## src/rtl/plab5_mcore_mem_net_tag_adapter_pkg.sv

```systemverilog
// Shared constants and message-width helpers for the core-side mem/net tag adapter.
// Mem request layout (MSB..LSB): type|opaque|addr|len|data; mem response: type|opaque|test|len|data.
package plab5_mcore_mem_net_tag_adapter_pkg;

  localparam int unsigned INTERLEAVE_LINE = 0;
  localparam int unsigned INTERLEAVE_XOR  = 1;

  localparam int unsigned MEM_TYPE_NBITS = 3;
  localparam int unsigned MEM_TEST_NBITS = 2;

  function automatic int unsigned mem_len_nbits(input int unsigned data_nbits);
    return $clog2(data_nbits / 8);
  endfunction

  function automatic int unsigned memreq_nbits(input int unsigned o, input int unsigned a,
                                               input int unsigned d);
    return MEM_TYPE_NBITS + o + a + mem_len_nbits(d) + d;
  endfunction

  function automatic int unsigned memresp_nbits(input int unsigned o, input int unsigned d);
    return MEM_TYPE_NBITS + o + MEM_TEST_NBITS + mem_len_nbits(d) + d;
  endfunction

endpackage

```

## src/rtl/plab5_mcore_mem_net_tag_adapter_freelist.sv

```systemverilog
// Tag free list: free bit-vector, lowest-index-free allocation, and allocated-tag count.
module plab5_mcore_TagFreeList #(
  parameter  int unsigned p_num_tags = 4,
  localparam int unsigned TW         = $clog2(p_num_tags),
  localparam int unsigned CW         = $clog2(p_num_tags + 1)
)(
  input  logic                  clk_i,
  input  logic                  rst_i,
  input  logic                  alloc_val_i,
  output logic                  alloc_rdy_o,
  output logic [TW-1:0]         alloc_tag_o,
  input  logic                  free_val_i,
  input  logic [TW-1:0]         free_tag_i,
  output logic [p_num_tags-1:0] busy_o,
  output logic [CW-1:0]         count_o
);

  logic [p_num_tags-1:0] free_q, free_d;
  logic [CW-1:0]         count_q, count_d;
  logic                  found;
  logic                  do_alloc;

  always_comb begin
    alloc_tag_o = '0;
    found       = 1'b0;
    for (int i = 0; i < int'(p_num_tags); i++) begin
      if (free_q[i] && !found) begin
        alloc_tag_o = TW'(i);
        found       = 1'b1;
      end
    end
  end

  assign alloc_rdy_o = |free_q;
  assign do_alloc    = alloc_val_i && alloc_rdy_o;

  // Alloc picks from the start-of-cycle vector, so a tag freed now is reusable next cycle.
  always_comb begin
    free_d  = free_q;
    count_d = count_q;
    if (do_alloc)   free_d[alloc_tag_o] = 1'b0;
    if (free_val_i) free_d[free_tag_i]  = 1'b1;
    if (do_alloc && !free_val_i)      count_d = count_q + CW'(1);
    else if (!do_alloc && free_val_i) count_d = count_q - CW'(1);
  end

  always_ff @(posedge clk_i or posedge rst_i) begin
    if (rst_i) begin
      free_q  <= '1;
      count_q <= '0;
    end else begin
      free_q  <= free_d;
      count_q <= count_d;
    end
  end

  assign busy_o  = ~free_q;
  assign count_o = count_q;

endmodule

```

## src/rtl/plab5_mcore_mem_net_tag_adapter.sv

```systemverilog
// Core-side adapter: tags memory requests with a net opaque ID, routes them to a bank,
// and restores the original memory opaque on the matching response.
module plab5_mcore_mem_net_tag_adapter
  import plab5_mcore_mem_net_tag_adapter_pkg::*;
#(
  parameter  int unsigned p_net_src           = 0,
  parameter  int unsigned p_num_ports         = 4,
  parameter  int unsigned p_mem_opaque_nbits  = 8,
  parameter  int unsigned p_mem_addr_nbits    = 32,
  parameter  int unsigned p_mem_data_nbits    = 32,
  parameter  int unsigned p_net_opaque_nbits  = 4,
  parameter  int unsigned p_net_srcdest_nbits = 3,
  parameter  int unsigned p_cacheline_nwords  = 4,
  parameter  int unsigned p_num_banks         = 4,
  parameter  int unsigned p_interleave_mode   = 0,
  parameter  int unsigned p_max_outstanding   = 4,
  localparam int unsigned MREQ_NBITS  = memreq_nbits(p_mem_opaque_nbits, p_mem_addr_nbits, p_mem_data_nbits),
  localparam int unsigned MRESP_NBITS = memresp_nbits(p_mem_opaque_nbits, p_mem_data_nbits),
  localparam int unsigned NREQ_NBITS  = 2*p_net_srcdest_nbits + p_net_opaque_nbits + MREQ_NBITS,
  localparam int unsigned NRESP_NBITS = 2*p_net_srcdest_nbits + p_net_opaque_nbits + MRESP_NBITS,
  localparam int unsigned CNT_NBITS   = $clog2(p_max_outstanding + 1)
)(
  input  logic                   clk,
  input  logic                   reset,
  input  logic                   sd,
  input  logic [MREQ_NBITS-1:0]  memreq_msg,
  input  logic                   memreq_val,
  output logic                   memreq_rdy,
  output logic [NREQ_NBITS-1:0]  netreq_msg,
  output logic                   netreq_val,
  input  logic                   netreq_rdy,
  input  logic [NRESP_NBITS-1:0] netresp_msg,
  input  logic                   netresp_val,
  output logic                   netresp_rdy,
  output logic [MRESP_NBITS-1:0] memresp_msg,
  output logic                   memresp_val,
  input  logic                   memresp_rdy,
  output logic [CNT_NBITS-1:0]   num_outstanding,
  output logic                   tag_err
);

  localparam int unsigned SD_NBITS     = p_net_srcdest_nbits;
  localparam int unsigned NO_NBITS     = p_net_opaque_nbits;
  localparam int unsigned MO_NBITS     = p_mem_opaque_nbits;
  localparam int unsigned TAG_NBITS    = $clog2(p_max_outstanding);
  localparam int unsigned LEN_NBITS    = mem_len_nbits(p_mem_data_nbits);
  localparam int unsigned REQ_ADDR_LSB = LEN_NBITS + p_mem_data_nbits;
  localparam int unsigned REQ_OPQ_LSB  = REQ_ADDR_LSB + p_mem_addr_nbits;
  localparam int unsigned RESP_OPQ_LSB = MEM_TEST_NBITS + LEN_NBITS + p_mem_data_nbits;
  localparam int unsigned BANK_LSB     = REQ_ADDR_LSB + 2 + $clog2(p_cacheline_nwords);
  localparam int unsigned BANK_NBITS   = $clog2(p_num_banks);
  localparam logic [NO_NBITS:0] MAX_TAGS = (NO_NBITS+1)'(p_max_outstanding);

  logic                   live_q;
  logic                   netreq_val_q, netreq_val_d;
  logic [NREQ_NBITS-1:0]  netreq_msg_q;
  logic                   memresp_val_q, memresp_val_d;
  logic [MRESP_NBITS-1:0] memresp_msg_q;
  logic                   tag_err_q, tag_err_d;
  logic [MO_NBITS-1:0]    tag_table_q [p_max_outstanding];

  logic                         fl_has_free;
  logic [TAG_NBITS-1:0]         alloc_tag;
  logic [p_max_outstanding-1:0] tag_busy;
  logic                         req_go;
  logic [SD_NBITS-1:0]          bank;
  logic [NO_NBITS-1:0]          resp_opq;
  logic [TAG_NBITS-1:0]         resp_tag;
  logic                         resp_in_range, resp_hit, resp_go, resp_free;
  logic                         unused_bits;

  plab5_mcore_TagFreeList #(.p_num_tags(p_max_outstanding)) u_freelist (
    .clk_i       (clk),
    .rst_i       (reset),
    .alloc_val_i (req_go),
    .alloc_rdy_o (fl_has_free),
    .alloc_tag_o (alloc_tag),
    .free_val_i  (resp_free),
    .free_tag_i  (resp_tag),
    .busy_o      (tag_busy),
    .count_o     (num_outstanding)
  );

  // Request stage: memreq -> netreq register
  assign memreq_rdy   = live_q && fl_has_free && (!netreq_val_q || netreq_rdy);
  assign req_go       = memreq_val && memreq_rdy;
  assign netreq_val_d = req_go || (netreq_val_q && !netreq_rdy);

  generate
    if (BANK_NBITS == 0) begin : g_one_bank
      assign bank = '0;
    end else begin : g_banked
      logic [BANK_NBITS-1:0] fold;
      if (p_interleave_mode == INTERLEAVE_XOR) begin : g_xor
        assign fold = memreq_msg[BANK_LSB +: BANK_NBITS]
                    ^ memreq_msg[BANK_LSB+BANK_NBITS +: BANK_NBITS];
      end else begin : g_line
        assign fold = memreq_msg[BANK_LSB +: BANK_NBITS];
      end
      assign bank = SD_NBITS'(fold);
    end
  endgenerate

  // Response stage: netresp -> memresp register
  assign resp_opq      = netresp_msg[MRESP_NBITS +: NO_NBITS];
  assign resp_tag      = resp_opq[TAG_NBITS-1:0];
  assign resp_in_range = ({1'b0, resp_opq} < MAX_TAGS);
  assign resp_hit      = resp_in_range && tag_busy[resp_tag];
  assign netresp_rdy   = !memresp_val_q || memresp_rdy;
  assign resp_go       = netresp_val && netresp_rdy;
  assign resp_free     = resp_go && resp_hit;
  assign memresp_val_d = resp_free || (memresp_val_q && !memresp_rdy);
  assign tag_err_d     = tag_err_q || (resp_go && !resp_hit);

  always_ff @(posedge clk or posedge reset) begin
    if (reset) begin
      live_q        <= 1'b0;
      netreq_val_q  <= 1'b0;
      memresp_val_q <= 1'b0;
      tag_err_q     <= 1'b0;
    end else begin
      live_q        <= 1'b1;
      netreq_val_q  <= netreq_val_d;
      memresp_val_q <= memresp_val_d;
      tag_err_q     <= tag_err_d;
    end
  end

  always_ff @(posedge clk) begin
    if (req_go) begin
      netreq_msg_q           <= {bank, SD_NBITS'(p_net_src), NO_NBITS'(alloc_tag), memreq_msg};
      tag_table_q[alloc_tag] <= memreq_msg[REQ_OPQ_LSB +: MO_NBITS];
    end
    if (resp_free) begin
      memresp_msg_q <= {netresp_msg[MRESP_NBITS-1 -: MEM_TYPE_NBITS], tag_table_q[resp_tag],
                        netresp_msg[RESP_OPQ_LSB-1:0]};
    end
  end

  // Response routing fields and the incoming mem opaque are intentionally discarded.
  assign unused_bits = ^{sd, netresp_msg[NRESP_NBITS-1 -: 2*SD_NBITS],
                         netresp_msg[RESP_OPQ_LSB +: MO_NBITS]};

  assign netreq_msg  = netreq_msg_q;
  assign netreq_val  = netreq_val_q;
  assign memresp_msg = memresp_msg_q;
  assign memresp_val = memresp_val_q;
  assign tag_err     = tag_err_q;

endmodule

```

## config.mk

```make
export PLATFORM = sky130hd
export DESIGN_NAME = plab5_mcore_mem_net_tag_adapter
export DESIGN_NICKNAME = d
export VERILOG_FILES = /design/src/rtl/plab5_mcore_mem_net_tag_adapter_pkg.sv /design/src/rtl/plab5_mcore_mem_net_tag_adapter_freelist.sv /design/src/rtl/plab5_mcore_mem_net_tag_adapter.sv
export SDC_FILE = /design/constraint.sdc
export NUM_CORES = 1
export LEC_CHECK = 0
export CAP_MARGIN = 10
export CORE_UTILIZATION = 44
export CTS_BUF_LIST = sky130_fd_sc_hd__clkbuf_8
export CTS_CLUSTER_SIZE = 8
export DETAILED_ROUTE_END_ITERATION = 16
export PLACE_DENSITY = 0.87
export SYNTH_ARGS = -nofsm -noshare
export SYNTH_HDL_FRONTEND = slang
export SYNTH_SLANG_ARGS = --single-unit
```

## constraint.sdc

```tcl
create_clock -name clk -period 7.59 [get_ports clk]
set_input_delay 0.759 -clock clk [delete_from_list [all_inputs] [get_ports clk]]
set_output_delay 0.759 -clock clk [all_outputs]
set_load 0.02 [all_outputs]
```

==> flow_summary.toml, run 1 <==
[status]
status = "finished clean"

[place]
dpl.hpwl_microns = 9790
place.port_buffers = 261
post-place-cells = 673
globalplace.congestion = 0.809
detailedPlace.worstSlack_ns = 3.90

[sta]
worst_slack_ns = 4.40
final_min_period_over_clock_period = 0.421
clock_skew_ns = 0.00803
tightest_slew_ns = 1.08
max_clock_freq_mhz = 313
unrepaired_setup_endpoints_after_global_routing = "false"
final.setup.tns_ns = 0
total_count_of_hold_check_failures_in_the_final_report = 0
setup_violations = 0
timing_max_transition_violations_final = 0
timing.max_slew.rel_slack = 0.279
timing.final.crit_period_ns = 3.19

[logic_synthesis]
synth_compound_gate_area_share = 0.0162
yosys.cell_types.count = 34
ys_top_cells_by_count = "sky130_fd_sc_hd__edfxtp_1 (158), sky130_fd_sc_hd__nor2_1 (10), sky130_fd_sc_hd__buf_4 (8), sky130_fd_sc_hd__mux4_2 (8), sky130_fd_sc_hd__dfrtp_1 (7)"
count_of_flip_flops_with_a_built_in_enable_after_synthesis = 158
avgSynthCellArea_sq_um = 23.3
syn-cell-area_sq_um = 5640
yosys_register_bits = 169
muxShareOfSynthArea = 0.0375
ys_async_sr_fraction = 0.0651
synth_largest_area_cell = "sky130_fd_sc_hd__edfxtp_1"
synth_largest_type_area_fraction = 0.841
synth_cells = 242
sequential_area_share_after_synthesis = 0.890
post_synth_xor_area_fraction = 0.00466
post_synth_fa_ha_maj_area_fraction = 0.00576
post-synth-top-count-cell = "sky130_fd_sc_hd__edfxtp_1"
ys.warnings.count = 0
ys_top_cells_by_area = "sky130_fd_sc_hd__edfxtp_1 (84%), sky130_fd_sc_hd__mux4_2 (3.2%), sky130_fd_sc_hd__dfrtp_1 (3.1%)"
ys_dominant_reg_cell = "sky130_fd_sc_hd__edfxtp_1"
combinational_family_with_the_most_area_after_synthesis = "multiplexers"
simple_gate_portion_of_the_synthesized_area = 0.0282

[floorplan]
die_width_microns = 115
die-area_sq_um = 13300
core.rowCount = 41
starting_utilization_of_the_core_area = 0.449
die_h_microns = 115
ios = 283
core_area_sq_um = 12600

[detailed_routing]
dr.pass1.iters = 4
drt_iter0_markers = 244
drc_errors = 0
routed_vias = 3322
wl_microns = 13100
postRouteAntennaNets = 0
routed_wire_length_per_instance_microns = 18.5
avgViaCountPerCell = 4.71

[setup_path]
critical_path.max_fanout = 13
critical_path_cell_count = 8
crit_slowest_cell = "sky130_fd_sc_hd__clkdlybuf4s50_1"
worstPathCellList = "clkdlybuf4s50_1, mux2i_1, nand2_1, a21o_1, ha_1, inv_1, fa_1, mux2_2"
worst_setup_path_startpoint = "netresp_msg[47]"
worst_path_largest_cell_delay_ns = 1.01
worst_r2r_path_depth = 4
setup.worst_path.end_class = "register"
critPathRequiredTime_ns = 7.93
start_kind = "input pin"
worst-setup-path-type = "input pin to register"
cp.arrival_ns = 3.53
worst_path_dominant_cell_family = "buffers and inverters"
worstReg2RegStart = "u_freelist.free_q[0]"
cp_num_buf_inv = 2

[clocking]
post_cts_hold_buffer_count = 0
postCtsSetupBuffers = 0
clock-sinks = 169
total_cts_buffers = 17
cts_htree_levels = 4
clockBufferDepth = 2
clk-insertion-delay-late_ns = 0.45
post_cts.resized_instances = 0
tritoncts = "yes"
worst_setup_hold_path_clk_slew_ns = 0.08
clock-root-buffer = "sky130_fd_sc_hd__clkbuf_8"

[pwr]
intPower_mw = 1.56
power.combinational.fraction = 0.161
power_density_nw_per_um2 = 234
pwr-share-clk = 0.296
power_leakage_nw = 3.01
netSwitchingFraction = 0.247
p_sw_mw = 0.511
irDropWorstVdd_mv = 0.157
sequentialPowerShare = 0.543

[flow_run]
maxCapViolCount = 0

[grt]
overflow = 0
grt_start_max_net_pins = 48
grt_pass1_wl_microns = 18600
via_count_of_the_first_global_routing_pass = 3428
groute.usage.overall = 0.200
antenna_found_initial = 1

[final_layout]
final_cell_count_no_fill = 706
drive_above_1_share = 0.103
num-nets-final = 663
layout-area-overhead-vs-synth_pct = 56.7

[hold_path]
worst_hold_startpoint = "u_freelist.count_o[2]"
min_path_cells = 1
hold_class = "register to register"
power by group through the flow:
stage | clock network, mW | logic [mW] | registers [mW]
after floorplan | 0 | 0.0786 | 1.21
after global placement | 0 | 0.327 | 1.14
after detailed placement | 0 | 0.336 | 1.15
after CTS | 0.630 | 0.337 | 1.12
after global routing | 0.659 | 0.354 | 1.13
final | 0.612 | 0.333 | 1.12
worst reg2reg max path: cells and delay by family (launching register included):
family,cells,cell delay [ns]
buf+inv,1,0.62
simple gates,3,1.08
flops,1,0.58
metal layers:
layer / vias to the layer above / track usage / part of all wire
met4: 0 / 0.111 / 0.030
met2: 164 / 0.358 / 0.54
met5: - / 0 / 0
li1: 1494 / - / -
met1: 1634 / 0.200 / 0.34
met3: 30 / 0.0738 / 0.086
cells in the final DEF (no fill, tap or decap), drive strengths merged, types with 3 or more instances in the layout:
cell and instances:
clkinvlp 4, dfrtp 7, buf 3, edfxtp 158, dfstp 4, inv 6
clkdlybuf4s50 261, nor3 4, nand2 4, clkbuf 17, conb 7, o21ai 3
mux4 8, nor2 10, nand3 5, clkinv 7
through the flow:
step / cell area (sq um) / power (mW) / hold slack [ns] / util
2_1_floorplan: 5660 / 1.29 / 0.473 / -
3_3_place_gp: 8460 / 1.47 / 0.462 / 0.673
3_5_place_dp: 8460 / 1.48 / 0.470 / 0.673
4_1_cts: 8840 / 2.09 / 0.492 / 0.704
5_1_grt: 8840 / 2.14 / 0.520 / 0.704
6_report: 8840 / 2.07 / 0.481 / 0.704
path summary, 6_finish.rpt:
kind                                         endpoint  slack [ns]
min in group asynchronous                  netreq_val        0.61
max in group asynchronous        u_freelist.free_q[1]        6.64
worst max register to register         netreq_msg[47]        4.93
worst min register to register  u_freelist.count_o[2]        0.48
worst max-delay path            u_freelist.count_o[1]        4.40
worst min-delay path            u_freelist.count_o[2]        0.48
area by class of cell:
type	instances	area (sq um)
Timing Repair Buffer	264	2640
Inverter	4	15.0
Tap cell	172	215
Multi-Input combinational cell	64	566
Sequential cell	169	5020
Clock inverter	15	153
Antenna cell	1	2.50
Clock buffer	17	234
Fill cell	793	3720
sequential cells by signal, indices dropped and copies added (netlist names):
register and count:
live_q 1, memresp_val 1, tag_err 1, u_freelist.count_o 3, netreq_val 1, memresp_msg 47
tag_table_q 32, netreq_msg 79, u_freelist.free_q 4
logic make-up (layout without fill, tap and decap cells):
family	Yosys count	after routing
multiplexers	11	11
adder cells (fa/ha/maj)	2	2
buffers and inverters	14	300
AND/OR/NAND/NOR	30	30
flip-flops	169	169
AO/OA/AOI/OAI	11	11
other	2	8
XOR/XNOR	3	3
No activity file was read; power rests on OpenSTA's default activity.
==> run 2, diff against run 1 <==
--- a/config.mk
+++ b/config.mk
@@ -6,11 +6,11 @@
 export NUM_CORES = 1
 export LEC_CHECK = 0
 export CAP_MARGIN = 10
-export CORE_UTILIZATION = 44
+export CORE_UTILIZATION = 41
 export CTS_BUF_LIST = sky130_fd_sc_hd__clkbuf_8
 export CTS_CLUSTER_SIZE = 8
 export DETAILED_ROUTE_END_ITERATION = 16
-export PLACE_DENSITY = 0.87
+export PLACE_DENSITY = 0.82
 export SYNTH_ARGS = -nofsm -noshare
 export SYNTH_HDL_FRONTEND = slang
 export SYNTH_SLANG_ARGS = --single-unit
==> constraint.sdc (replaced) <==
create_clock -name clk -period 3.35 [get_ports clk]
set_input_delay 0.335 -clock clk [delete_from_list [all_inputs] [get_ports clk]]
set_output_delay 0.335 -clock clk [all_outputs]
set_load 0.02 [all_outputs]
==> flow_summary.toml, run 2 (synthesis gave the netlist of run 1 again) <==
[hold_path]
hold_class = "input pin to async pin"

[sta]
final.setup.tns_ns = 0
setup_violations = 0
total_count_of_hold_check_failures_in_the_final_report = 0
unrepaired_setup_endpoints_after_global_routing = "false"
max_clock_freq_mhz = 417
final_min_period_over_clock_period = 0.716
tightest_slew_ns = 0.764
clock_skew_ns = 0.00896
timing.max_slew.rel_slack = 0.489
worst_slack_ns = 0.951
timing_max_transition_violations_final = 0
timing.final.crit_period_ns = 2.40

[detailed_routing]
routed_vias = 3263
postRouteAntennaNets = 0
avgViaCountPerCell = 4.58
dr.pass1.iters = 4
drt_iter0_markers = 206
wl_microns = 12800
drc_errors = 0
routed_wire_length_per_instance_microns = 17.9

[clocking]
total_cts_buffers = 17
postCtsSetupBuffers = 0
clk-insertion-delay-late_ns = 0.44
post_cts_hold_buffer_count = 0
cts_htree_levels = 4
post_cts.resized_instances = 0
clockBufferDepth = 2
tritoncts = "yes"
worst_setup_hold_path_clk_slew_ns = 0.08
clock-root-buffer = "sky130_fd_sc_hd__clkbuf_8"
clock-sinks = 169

[setup_path]
crit-reg2reg-capture = "u_freelist.count_o[1]"
worst_setup_path_startpoint = "u_freelist.free_q[0]"
start_kind = "register"
critical_path.max_fanout = 5
critPathRequiredTime_ns = 3.01
endpoint = "memreq_rdy"
worst-setup-path-type = "register to primary output"
cp.arrival_ns = 2.06
rrSetupSlack_ns = 1.15
worst_r2r_path_depth = 7
worstReg2RegStart = "u_freelist.free_q[0]"
setup.worst_path.end_class = "primary output"

[final_layout]
num-nets-final = 666
fillerInstances = 920
layout-area-overhead-vs-synth_pct = 57.7
commonest_non_fill_non_tap_cell_in_the_layout = "sky130_fd_sc_hd__clkdlybuf4s50_1"
drive_above_1_share = 0.101
commonest_cells_after_routing_fill_and_taps_aside = "sky130_fd_sc_hd__clkdlybuf4s50_1 (261), sky130_fd_sc_hd__edfxtp_1 (158), sky130_fd_sc_hd__clkbuf_8 (18), sky130_fd_sc_hd__nor2_1 (9), sky130_fd_sc_hd__inv_1 (9)"
number_of_antenna_repair_diodes = 0
stdcell_area_sq_um = 8900
largest_register_ff_count = 79

[floorplan]
die_width_microns = 119
die_h_microns = 119
starting_utilization_of_the_core_area = 0.423
core_area_sq_um = 13300
die-area_sq_um = 14200
core.rowCount = 42
ios = 283

[place]
dpl.hpwl_microns = 9640
globalplace.congestion = 0.814
detailedPlace.worstSlack_ns = 0.641
placedInstanceArea_sq_um = 8480
place.port_buffers = 261

[pwr]
power_leakage_nw = 3.06
power_density_nw_per_um2 = 537
power.total_mw = 4.78
irDropWorstVdd_mv = 0.319

[grt]
via_count_of_the_first_global_routing_pass = 3348
grt_pass1_wl_microns = 18700
grt_start_max_net_pins = 56
groute.usage.overall = 0.183
antenna_found_initial = 0
overflow = 0

[status]
status = "finished clean"

[flow_run]
maxCapViolCount = 0
[run 2: cell count changes in the layout (fill, tap and decap cells not counted), sizes merged]
| cell | delta |
|---|---|
| diode | -1 |
| clkinvlp | -2 |
| clkbuf | +1 |
| clkinv | -4 |
| bufinv | +2 |
| buf | +3 |
| inv | +3 |
[run 2: worst min path at each step]
stage / endpoint / startpoint / slack, ns
6_report: live_q / reset / 0.19
5_1_grt: live_q / reset / 0.21
4_1_cts: live_q / reset / 0.17
3_5_place_dp: u_freelist.count_o[2] / u_freelist.count_o[2] / 0.46
3_3_place_gp: tag_err / tag_err / 0.47
2_1_floorplan: live_q / reset / 0.18
[run 2: per-layer routing]
layer,up-vias,global-route usage,share of wire
li1,1507,-,-
met1,1588,0.199,0.37
met2,155,0.334,0.56
met3,13,0.0522,0.066
met4,0,0.0727,0.012
met5,-,0,0
[run 2: worst max-delay path, stage by stage, from the launching register on]
cell	delay, ns
sky130_fd_sc_hd__dfstp_2	0.40
sky130_fd_sc_hd__or2_4	0.28
sky130_fd_sc_hd__nor3_2	0.31
sky130_fd_sc_hd__nor2_1	0.09
sky130_fd_sc_hd__clkdlybuf4s50_1	0.55
[run 2: power by group]
part	internal [mW]	switching, mW	leakage (nW)
Clock	0.814	0.665	0.225
Sequential	2.48	0.0619	1.56
Combinational	0.388	0.371	1.27
Total	3.68	1.10	3.06
[run 2: through the flow]
| step | std cells | utilization | hold slack [ns] |
|---|---|---|---|
| global route | 712 | 0.667 | 0.205 |
| finish | 712 | 0.667 | 0.189 |
| global placement | 680 | 0.636 | 0.466 |
| detailed placement | 680 | 0.636 | 0.463 |
| CTS | 712 | 0.667 | 0.170 |
| floorplan | 247 | - | 0.185 |
[run 2: area by class of cell]
class | count | area (sq um) | share of cell area
flip-flops and latches | 169 | 5020 | 0.565
repair buffers | 267 | 2660 | 0.299
multi-input cells | 64 | 566 | 0.0635
clock buffers | 18 | 248 | 0.0278
well taps | 176 | 220 | 0.0247
clock inverters | 14 | 169 | 0.0190
inverters | 4 | 15.0 | 0.00169
